**src/rtl/vlan_tag_insert_pkg.sv**
```systemverilog
// vlan_tag_insert_pkg: VLAN tag constants, route-to-VID mapping and stage states shared with the RX extractor
package vlan_tag_insert_pkg;

  localparam logic [15:0] VLAN_TPID       = 16'h8100;
  localparam int          VLAN_TAG_OFFSET = 12;
  localparam int          VLAN_TAG_BYTES  = 4;

  localparam int ROUTE_W        = 14;
  localparam int ROUTE_UL_LSB   = 6;
  localparam int ROUTE_UL_W     = 4;
  localparam int ROUTE_PORT_LSB = 0;
  localparam int ROUTE_PORT_W   = 2;

  typedef enum logic [1:0] {ST_HEAD, ST_BODY, ST_FLUSH, ST_RUNT} state_t;

  function automatic logic [15:0] vlan_tci(input logic [2:0] pcp, input logic [ROUTE_W-1:0] route);
    return {pcp, 1'b0, route[ROUTE_UL_LSB +: ROUTE_UL_W], 4'b0000, 2'b00,
            route[ROUTE_PORT_LSB +: ROUTE_PORT_W]};
  endfunction

  // Tag laid out LSB-first so byte 0 of the result lands on stream byte VLAN_TAG_OFFSET.
  function automatic logic [8*VLAN_TAG_BYTES-1:0] vlan_tag_bytes(input logic [15:0] tci);
    return {tci[7:0], tci[15:8], VLAN_TPID[7:0], VLAN_TPID[15:8]};
  endfunction

endpackage

```
**src/rtl/vlan_tag_insert_axis_out_reg.sv**
```systemverilog
// vlan_tag_insert_axis_out_reg: one-entry AXI-stream output register, loads when empty or drained
module vlan_tag_insert_axis_out_reg #(
  parameter int DATA_WIDTH = 512
) (
  input  logic                    clk_i,
  input  logic                    rst_ni,
  input  logic                    valid_i,
  input  logic [DATA_WIDTH-1:0]   data_i,
  input  logic [DATA_WIDTH/8-1:0] keep_i,
  input  logic                    last_i,
  output logic                    load_o,
  output logic                    valid_o,
  output logic [DATA_WIDTH-1:0]   data_o,
  output logic [DATA_WIDTH/8-1:0] keep_o,
  output logic                    last_o,
  input  logic                    ready_i
);

  logic                    valid_q, valid_d;
  logic [DATA_WIDTH-1:0]   data_q, data_d;
  logic [DATA_WIDTH/8-1:0] keep_q, keep_d;
  logic                    last_q, last_d;
  logic                    take;

  // Payload only moves on a real beat so a stalled or idle register holds its last contents.
  always_comb begin
    load_o  = ~valid_q | ready_i;
    take    = load_o & valid_i;
    valid_d = load_o ? valid_i : valid_q;
    data_d  = take ? data_i : data_q;
    keep_d  = take ? keep_i : keep_q;
    last_d  = take ? last_i : last_q;
  end

  // Output register state.
  always_ff @(posedge clk_i or negedge rst_ni) begin
    if (!rst_ni) begin
      valid_q <= 1'b0;
      data_q  <= '0;
      keep_q  <= '0;
      last_q  <= 1'b0;
    end else begin
      valid_q <= valid_d;
      data_q  <= data_d;
      keep_q  <= keep_d;
      last_q  <= last_d;
    end
  end

  assign valid_o = valid_q;
  assign data_o  = data_q;
  assign keep_o  = keep_q;
  assign last_o  = last_q;

endmodule

```
**src/rtl/vlan_tag_insert.sv**
```systemverilog
// vlan_tag_insert: inserts an 802.1Q tag built from a sideband route word after the MAC addresses
module vlan_tag_insert
  import vlan_tag_insert_pkg::*;
#(
  parameter int         DATA_WIDTH = 512,
  parameter logic [2:0] VLAN_PCP   = 3'd0
) (
  input  logic                    aclk,
  input  logic                    aresetn,
  input  logic [ROUTE_W-1:0]      s_route_tdata,
  input  logic                    s_route_tvalid,
  output logic                    s_route_tready,
  input  logic [DATA_WIDTH-1:0]   s_axis_tdata,
  input  logic [DATA_WIDTH/8-1:0] s_axis_tkeep,
  input  logic                    s_axis_tlast,
  input  logic                    s_axis_tvalid,
  output logic                    s_axis_tready,
  output logic [DATA_WIDTH-1:0]   m_axis_tdata,
  output logic [DATA_WIDTH/8-1:0] m_axis_tkeep,
  output logic                    m_axis_tlast,
  output logic                    m_axis_tvalid,
  input  logic                    m_axis_tready,
  output logic                    runt_pulse,
  output logic [31:0]             tagged_cnt
);

  localparam int KW = DATA_WIDTH / 8;
  localparam int TB = VLAN_TAG_BYTES;
  localparam int TO = VLAN_TAG_OFFSET;

  state_t              state_q, state_d;
  logic [8*TB-1:0]     carry_q, carry_d;
  logic [TB-1:0]       ckeep_q, ckeep_d;
  logic [31:0]         cnt_q, cnt_d;
  logic                runt_q, runt_d;
  logic                load, accept, runt, tail_flush;
  logic                out_valid, out_last;
  logic [DATA_WIDTH-1:0] out_data;
  logic [KW-1:0]       out_keep;
  logic [8*TB-1:0]     tag, in_carry;
  logic [TB-1:0]       in_ckeep;
  state_t              tail_state;

  assign s_axis_tready  = load & (state_q != ST_FLUSH) & ((state_q != ST_HEAD) | s_route_tvalid);
  assign accept         = s_axis_tvalid & s_axis_tready;
  assign s_route_tready = accept & (state_q == ST_HEAD);
  assign runt           = s_axis_tkeep[TO-1:0] != '1;
  assign tag            = vlan_tag_bytes(vlan_tci(VLAN_PCP, s_route_tdata));
  assign in_carry       = s_axis_tdata[DATA_WIDTH-1 -: 8*TB];
  assign in_ckeep       = s_axis_tkeep[KW-1 -: TB];
  assign tail_flush     = |in_ckeep;
  assign tail_state     = ~s_axis_tlast ? ST_BODY : (tail_flush ? ST_FLUSH : ST_HEAD);

  // Shift/tag datapath and packet FSM; the top TB input bytes always spill into the carry.
  always_comb begin
    state_d   = state_q;
    carry_d   = carry_q;
    ckeep_d   = ckeep_q;
    cnt_d     = cnt_q;
    runt_d    = 1'b0;
    out_valid = 1'b0;
    out_data  = s_axis_tdata;
    out_keep  = s_axis_tkeep;
    out_last  = s_axis_tlast;
    case (state_q)
      ST_HEAD: if (accept) begin
        out_valid = 1'b1;
        runt_d    = runt;
        if (runt) begin
          state_d = s_axis_tlast ? ST_HEAD : ST_RUNT;
        end else begin
          out_data = {s_axis_tdata[DATA_WIDTH-8*TB-1:8*TO], tag, s_axis_tdata[8*TO-1:0]};
          out_keep = {s_axis_tkeep[KW-TB-1:TO], {TB{1'b1}}, s_axis_tkeep[TO-1:0]};
          out_last = s_axis_tlast & ~tail_flush;
          carry_d  = in_carry;
          ckeep_d  = in_ckeep;
          state_d  = tail_state;
          cnt_d    = cnt_q + 32'd1;
        end
      end
      ST_BODY: if (accept) begin
        out_valid = 1'b1;
        out_data  = {s_axis_tdata[DATA_WIDTH-8*TB-1:0], carry_q};
        out_keep  = {s_axis_tkeep[KW-TB-1:0], ckeep_q};
        out_last  = s_axis_tlast & ~tail_flush;
        carry_d   = in_carry;
        ckeep_d   = in_ckeep;
        state_d   = tail_state;
      end
      ST_FLUSH: if (load) begin
        out_valid = 1'b1;
        out_data  = {{(DATA_WIDTH-8*TB){1'b0}}, carry_q};
        out_keep  = {{(KW-TB){1'b0}}, ckeep_q};
        out_last  = 1'b1;
        carry_d   = '0;
        ckeep_d   = '0;
        state_d   = ST_HEAD;
      end
      default: if (accept) begin
        out_valid = 1'b1;
        state_d   = s_axis_tlast ? ST_HEAD : ST_RUNT;
      end
    endcase
  end

  // FSM, carry, counter and runt pulse registers.
  always_ff @(posedge aclk or negedge aresetn) begin
    if (!aresetn) begin
      state_q <= ST_HEAD;
      carry_q <= '0;
      ckeep_q <= '0;
      cnt_q   <= '0;
      runt_q  <= 1'b0;
    end else begin
      state_q <= state_d;
      carry_q <= carry_d;
      ckeep_q <= ckeep_d;
      cnt_q   <= cnt_d;
      runt_q  <= runt_d;
    end
  end

  vlan_tag_insert_axis_out_reg #(.DATA_WIDTH(DATA_WIDTH)) u_out (
    .clk_i   (aclk),
    .rst_ni  (aresetn),
    .valid_i (out_valid),
    .data_i  (out_data),
    .keep_i  (out_keep),
    .last_i  (out_last),
    .load_o  (load),
    .valid_o (m_axis_tvalid),
    .data_o  (m_axis_tdata),
    .keep_o  (m_axis_tkeep),
    .last_o  (m_axis_tlast),
    .ready_i (m_axis_tready)
  );

  assign runt_pulse = runt_q;
  assign tagged_cnt = cnt_q;

endmodule

```
**config.mk**
```make
export PLATFORM = sky130hd
export DESIGN_NAME = vlan_tag_insert
export DESIGN_NICKNAME = d
export VERILOG_FILES = /design/src/rtl/vlan_tag_insert_pkg.sv /design/src/rtl/vlan_tag_insert_axis_out_reg.sv /design/src/rtl/vlan_tag_insert.sv
export SDC_FILE = /design/constraint.sdc
export NUM_CORES = 1
export LEC_CHECK = 0
export BUFFER_PORTS_ARGS = -buffer_cell sky130_fd_sc_hd__buf_2
export CORE_AREA = 8 8 462 464
export DETAILED_ROUTE_END_ITERATION = 10
export DIE_AREA = 0 0 470 472
export HOLD_SLACK_MARGIN = 0.1
export SLEW_MARGIN = 0
export SYNTH_ARGS = -nofsm -noshare
export SYNTH_HDL_FRONTEND = slang
export SYNTH_SLANG_ARGS = --single-unit
```
**constraint.sdc**
```tcl
create_clock -name aclk -period 2.64 [get_ports aclk]
set_input_delay 0.396 -clock aclk [delete_from_list [all_inputs] [get_ports aclk]]
set_output_delay 0.396 -clock aclk [all_outputs]
set_load 0.02 [all_outputs]
```
# --- After elaboration in Yosys (flattened, before gate mapping) ---
# Cells that the tools add are included.
totals:
  latchBits: 0
  memories: 0
  register_bits: 649
  ramBits: 0
  rom_bits: 0
  in_bits: 596
classes:
  eq_ne: 8
  n_bitwise: 11
  div_mod_pow: 0
  shifts: 0
  n_reduce_logical: 8
  mul: 0
  order_cmp: 0
  mux: 39
  addsub: 1
ops:
  columns: ["op", "n"]
  rows:
  - ["$mux W512", 4]
  - ["$pmux W512 S3", 1]
  - ["$mux W64", 4]
  - ["$pmux W64 S3", 1]
  - ["$mux W32", 4]
  - ["$pmux W32 S3", 1]
  - ["$add A32 B1 Y32 const B", 1]
  - ["$mux W2", 8]
  - ["$mux W4", 4]
  - ["$ne A12 B12 Y1 const B", 1]
  - ["$pmux W4 S3", 1]
  - ["$ne A2 B2 Y1 const B", 5]
  - ["$mux W1", 9]
  - ["$and A1 B1 Y1", 6]
  - ["$pmux W2 S3", 1]
  - ["$reduce_and A5 Y1", 1]
  - ["$reduce_and A4 Y1", 1]
  - ["$reduce_bool A2 Y1", 2]
  - ["$reduce_or A4 Y1", 1]
  - ["$not A1 Y1", 3]
  - ["$pmux W1 S3", 1]
  - ["$reduce_and A3 Y1", 1]
  - ["$reduce_bool A3 Y1", 1]
  - ["$eq A2 B1 Y1 const B", 1]
  - ["other kinds (3)", 4]

# --- Depth between registers and ports, before layout ---
logic_depth:
  word_depth: 8
  mapped_depth: 10

# --- Cells and area by module ---
# A second synthesis with hierarchy kept.
hier_totals:
  cells_unflattened: 3375
  hier_area_um2: 32896.6
by_module_without_submodules:
  columns: ["mod", "cells_per_inst", "area_per_inst_um2", "n_inst"]
  rows:
  - ["vlan_tag_insert_axis_out_reg", 1221, 21677.0, 1]
  - ["vlan_tag_insert", 2154, 11219.5, 1]

# --- Least setup slack after synthesis ---
# No wires, ideal clock.
synth_timing:
  path_kind: "flip-flop to flip-flop"
  startpoint: "reg u_out.valid_q, in the netlist u_out.valid_o"
  endpoint: "reg u_out.data_q[381], in the netlist u_out.data_o[381]"
  required_time_ns: 2.514
  path_buffers: 4
  stages_incl_launch_ff: 11
  arrival_time_ns: 1.886
  setup_slack_ns: 0.629
  setup_ns: 0.126
  path_cell_list: "dfrtp_1 > nand2b_1 > buf_2 > nand4_1 > inv_2 > a21o_1 > buf_2 > buf_4 > buf_6 > a221oi_1 > nor2_1"
synth_via:
  elab_chain_cells: 8
  word_cells_on_any_way: 13
  classes_between: "mux (7); bitwise (6)"
synth_rtl:
  columns: ["element", "line_no", "rtl"]
  rows:
  - ["start: declaration", "vlan_tag_insert_axis_out_reg.sv:19", "logic valid_q, valid_d;"]
  - ["start signal: assignment", "vlan_tag_insert_axis_out_reg.sv:43", "valid_q <= valid_d;"]
  - ["$not A1 Y1 (*)", "vlan_tag_insert_axis_out_reg.sv:27", "load_o = ~valid_q | ready_i;"]
  - ["$or A1 B1 Y1 (*)", "vlan_tag_insert_axis_out_reg.sv:27", null]
  - ["$and A1 B1 Y1 (2 in series)", "vlan_tag_insert.sv:44", "assign s_axis_tready = load & (state_q != ST_FLUSH) & ((state_q != ST_HEAD) | s_route_tvalid);"]
  - ["$and A1 B1 Y1", "vlan_tag_insert.sv:45", "assign accept = s_axis_tvalid & s_axis_tready;"]
  - ["$mux W1", "vlan_tag_insert.sv:66, vlan_tag_insert.sv:81, vlan_tag_insert.sv:99", null]
  - ["$mux W1", null, null]
  - ["$and A1 B1 Y1", "vlan_tag_insert_axis_out_reg.sv:28", "take = load_o & valid_i;"]
  - ["end signal: assignment", "vlan_tag_insert_axis_out_reg.sv:44", "data_q <= data_d;"]
  - ["end: declaration", "vlan_tag_insert_axis_out_reg.sv:20", "logic [DATA_WIDTH-1:0] data_q, data_d;"]
# Mark *: on every way between the ends. The rest lies on a longest branch, timed or not.
# A chain may end at the register's enable or synchronous reset.

# --- Worst setup path after layout ---
layout_timing:
  startpoint: "in s_axis_tkeep[6]"
  endpoint: "reg u_out.keep_q[60], in the netlist u_out.keep_o[60]"
layout_via:
  elab_chain_cells: 4
layout_rtl:
  columns: ["element", "line_no", "rtl"]
  rows:
  - ["start: declaration", "vlan_tag_insert.sv:14", "input logic [DATA_WIDTH/8-1:0] s_axis_tkeep,"]
  - ["$ne A12 B12 Y1", "vlan_tag_insert.sv:47", "assign runt = s_axis_tkeep[TO-1:0] != '1;"]
  - ["$mux W64", "vlan_tag_insert.sv:69", "if (runt) begin"]
  - ["$mux W64", "vlan_tag_insert.sv:66", "ST_HEAD: if (accept) begin"]
  - ["$pmux W64 S3", "vlan_tag_insert.sv:65", "case (state_q)"]
  - ["end signal: assignment", "vlan_tag_insert_axis_out_reg.sv:45", "keep_q <= keep_d;"]
  - ["end: declaration", "vlan_tag_insert_axis_out_reg.sv:21", "logic [DATA_WIDTH/8-1:0] keep_q, keep_d;"]
# No other way between the ends.

==> results.ini <==
[synthesis]
synth_top_flop_cell = dfrtp_1
yosysWarnings = 0
yosysSeqAreaShare_pct = 54.1
synth_cell_types = 54
ys_async_sr_fraction_pct = 100
synth_nets = 3422
synth_edf_count = 0
synth-seq-cells = 649
syn_area_um2 = 30000
synthCells = 2825
avgSynthCellArea_um2 = 10.6

[detailed_routing]
firstDrtPassIters = 6
ant_nets = 0
wl_per_cell_um = 34.2
vias = 34600
drc = 0
drt_iter0_drc = 3588
finalWirelength_um = 254000
drt-vias-per-instance = 4.66

[setup_path]
crit_top_cell = buf_4
path_buf_inv = 6
crit_type = in -> reg
endpoint_kind = flop
crit_path_cell_trace = dlygate4sd3_1 > buf_2 > nand4_1 > buf_4 > buf_4 > nor3_1 > buf_4 > a21o_4 > buf_4 > a32oi_1 > nand2_1
crit_required_ns = 3.28
cpMaxStageDelayCell = buf_4
critPathLaunchType = primary input
slowest_delay_ns = 0.62
cp_top_family = buffers and inverters
cp_max_fo = 38
cp.arrival_ns = 3.22

[layout]
area.growth.synth_to_final_pct = 62.5
drive_gt1_share_pct = 32.3
fill_cells = 22000
regArea_um2 = 16200
fin_nets = 5158
fin_area_um2 = 48800
multiInputGateArea_um2 = 12700

[place]
post-dp-hpwl_um = 207000
placed_cell_area_um2 = 39900
pre_cts_ws_ns = -0.349
gp_congestion = 0.959
port_buffers = 1200

[power_and_ir_drop]
p_per_area_nw_per_um2 = 1300
power.total_uw = 63200
leakagePower_uw = 0.0231
ir_worst_vdd_uv = 580

[global_routing]
grt_pass1_vias = 34300
grt_pass1_wl_um = 330000
grt_overflow = 0
antenna_found_initial = 170
grt.total_usage_pct = 21.7
grt_max_degree = 137

[clocking]
cts-root-buf = clkbuf_16
clockBufferDepth = 3
numCtsBuffers = 85
clk_pin_slew_ns = 0.06
cts_num_sinks = 649
h-tree-depth = 3
tritoncts = done
clock_latency_ns = 0.72

[die]
die_h_um = 472
num_rows = 167
dieArea_um2 = 222000
io_pins = 1209
core-area_um2 = 206000
die_w_um = 470
start_util_pct = 14.6

[outcome]
status = finished clean

[sta]
tns_ns = 0
finalSetupViolCount = 0
fin_hold_ws_ns = 0.159
final_max_slew_viol_count = 0
fin_crit_ns = 2.58
skew_ns = 0.0241
worst_slack_ns = 0.0632
clock.fmax_mhz = 388
fin_crit_sh_pct = 97.6
rsz0062_at_grt = no
worst_pin_slew_ns = 1.01
timing.slew.headroom_pct = 32.5
hold_viol_final = 0

[worst_hold_path]
min_path_type = in -> reg

[flow_run]
cap_violations = 0

-- placed cells by master (no fill, tap or decap), types with 98 or more instances in the layout --
master,Yosys,routed
buf_2,99,1198
dfrtp_1,649,648
dlygate4sd3_1,0,576
nand2_1,414,412
mux2i_1,311,311
o2bb2ai_1,275,275
nor3_1,171,171
nor2_1,122,120
o21ai_0,114,114
a221oi_1,108,107
diode_2,0,98
-- cell type report --
cell class	count	share of cell area [%]
multi-input cells	1909	26.1
clock buffers	110	4.76
diodes	98	0.502
clock inverters	36	0.874
flip-flops and latches	649	33.3
well taps	2704	6.93
inverters	8	0.0615
repair buffers	1908	27.5
-- stage by stage --
stage	util (%)	instances
6_report	23.7	7422
5_1_grt	23.6	7377
4_1_cts	23.5	7317
3_5_place_dp	19.4	6594
3_3_place_gp	19.4	6594
2_1_floorplan	-	2825
-- report_power, final --
part | internal [uW] | switching, uW | total (uW)
combinational | 10800 | 23100 | 33900
clock | 6730 | 5120 | 11900
sequential | 14700 | 2790 | 17500
-- cells by family after synthesis --
family | Yosys count | synth area share (%)
compound gates | 728 | 18.5
xor+xnor | 31 | 0.904
fa+ha+maj | 1 | 0.0416
buf+inv | 267 | 3.99
flops | 649 | 54.1
mux | 312 | 10.4
simple gates | 837 | 12.1
-- cells in the mapped netlist (4+ instances only) --
cell | instances | share of area (%)
a21oi_1 | 63 | 1.0
a221oi_1 | 108 | 3.1
a22o_1 | 38 | 1.1
a32oi_1 | 55 | 1.6
and3_1 | 37 | 0.77
buf_1 | 21 | 0.26
buf_2 | 99 | 1.6
buf_4 | 13 | 0.32
clkbuf_1 | 123 | 1.5
dfrtp_1 | 649 | 54
inv_1 | 7 | 0.087
mux2i_1 | 311 | 10
nand2_1 | 414 | 5.2
nand3_1 | 52 | 0.87
nand4_1 | 10 | 0.21
nor2_1 | 122 | 1.5
nor2b_1 | 4 | 0.083
nor3_1 | 171 | 2.8
nor4_1 | 9 | 0.19
o211ai_1 | 6 | 0.15
o21a_1 | 4 | 0.10
o21ai_0 | 114 | 1.9
o22ai_1 | 48 | 1.0
o2bb2ai_1 | 275 | 8.0
xnor2_1 | 11 | 0.32
xor2_1 | 20 | 0.58
-- worst paths after layout --
path	slack (ns)	depth (start not counted)	to	start
max in group asynchronous	1.33	4	u_out.data_o[85]	aresetn
max reg2reg	0.13	7	u_out.keep_o[54]	state_q[0]
min	0.16	3	u_out.data_o[255]	s_axis_tdata[255]
min reg2reg	0.46	2	u_out.data_o[415]	u_out.data_o[415]
min in group asynchronous	0.23	2	u_out.data_o[42]	aresetn
max	0.06	11	u_out.keep_o[60]	s_axis_tkeep[6]
-- tightest hold or removal path, delay by kind of cell --
kind	cells	cell delay (ns)
buffers and inverters	1	0.19
AND/OR/NAND/NOR	2	0.22
-- timing repair --
action	4_1_cts	5_1_grt
hold endpoints to repair	903	0
gates resized for setup	2	4
hold buffers	576	0
buffers inserted	1	7
pin swaps	1	1
setup endpoints to repair	2	93
-- routing by layer --
metal  routed length, um  GRT usage, %
met1               93700          25.1
met2              110000          33.5
met5                 623             0
met4               20800          14.4
met3               29500          8.45
-- state kept, by name, summed over array words and instances (netlist names) --
| register | flops |
|---|---|
| u_out.valid_o | 1 |
| carry_q | 32 |
| tagged_cnt | 32 |
| state_q | 2 |
| u_out.data_o | 512 |
| ckeep_q | 4 |
| runt_pulse | 1 |
| u_out.keep_o | 64 |
| u_out.last_o | 1 |
Note: power is estimated with default switching activity, not from simulation.
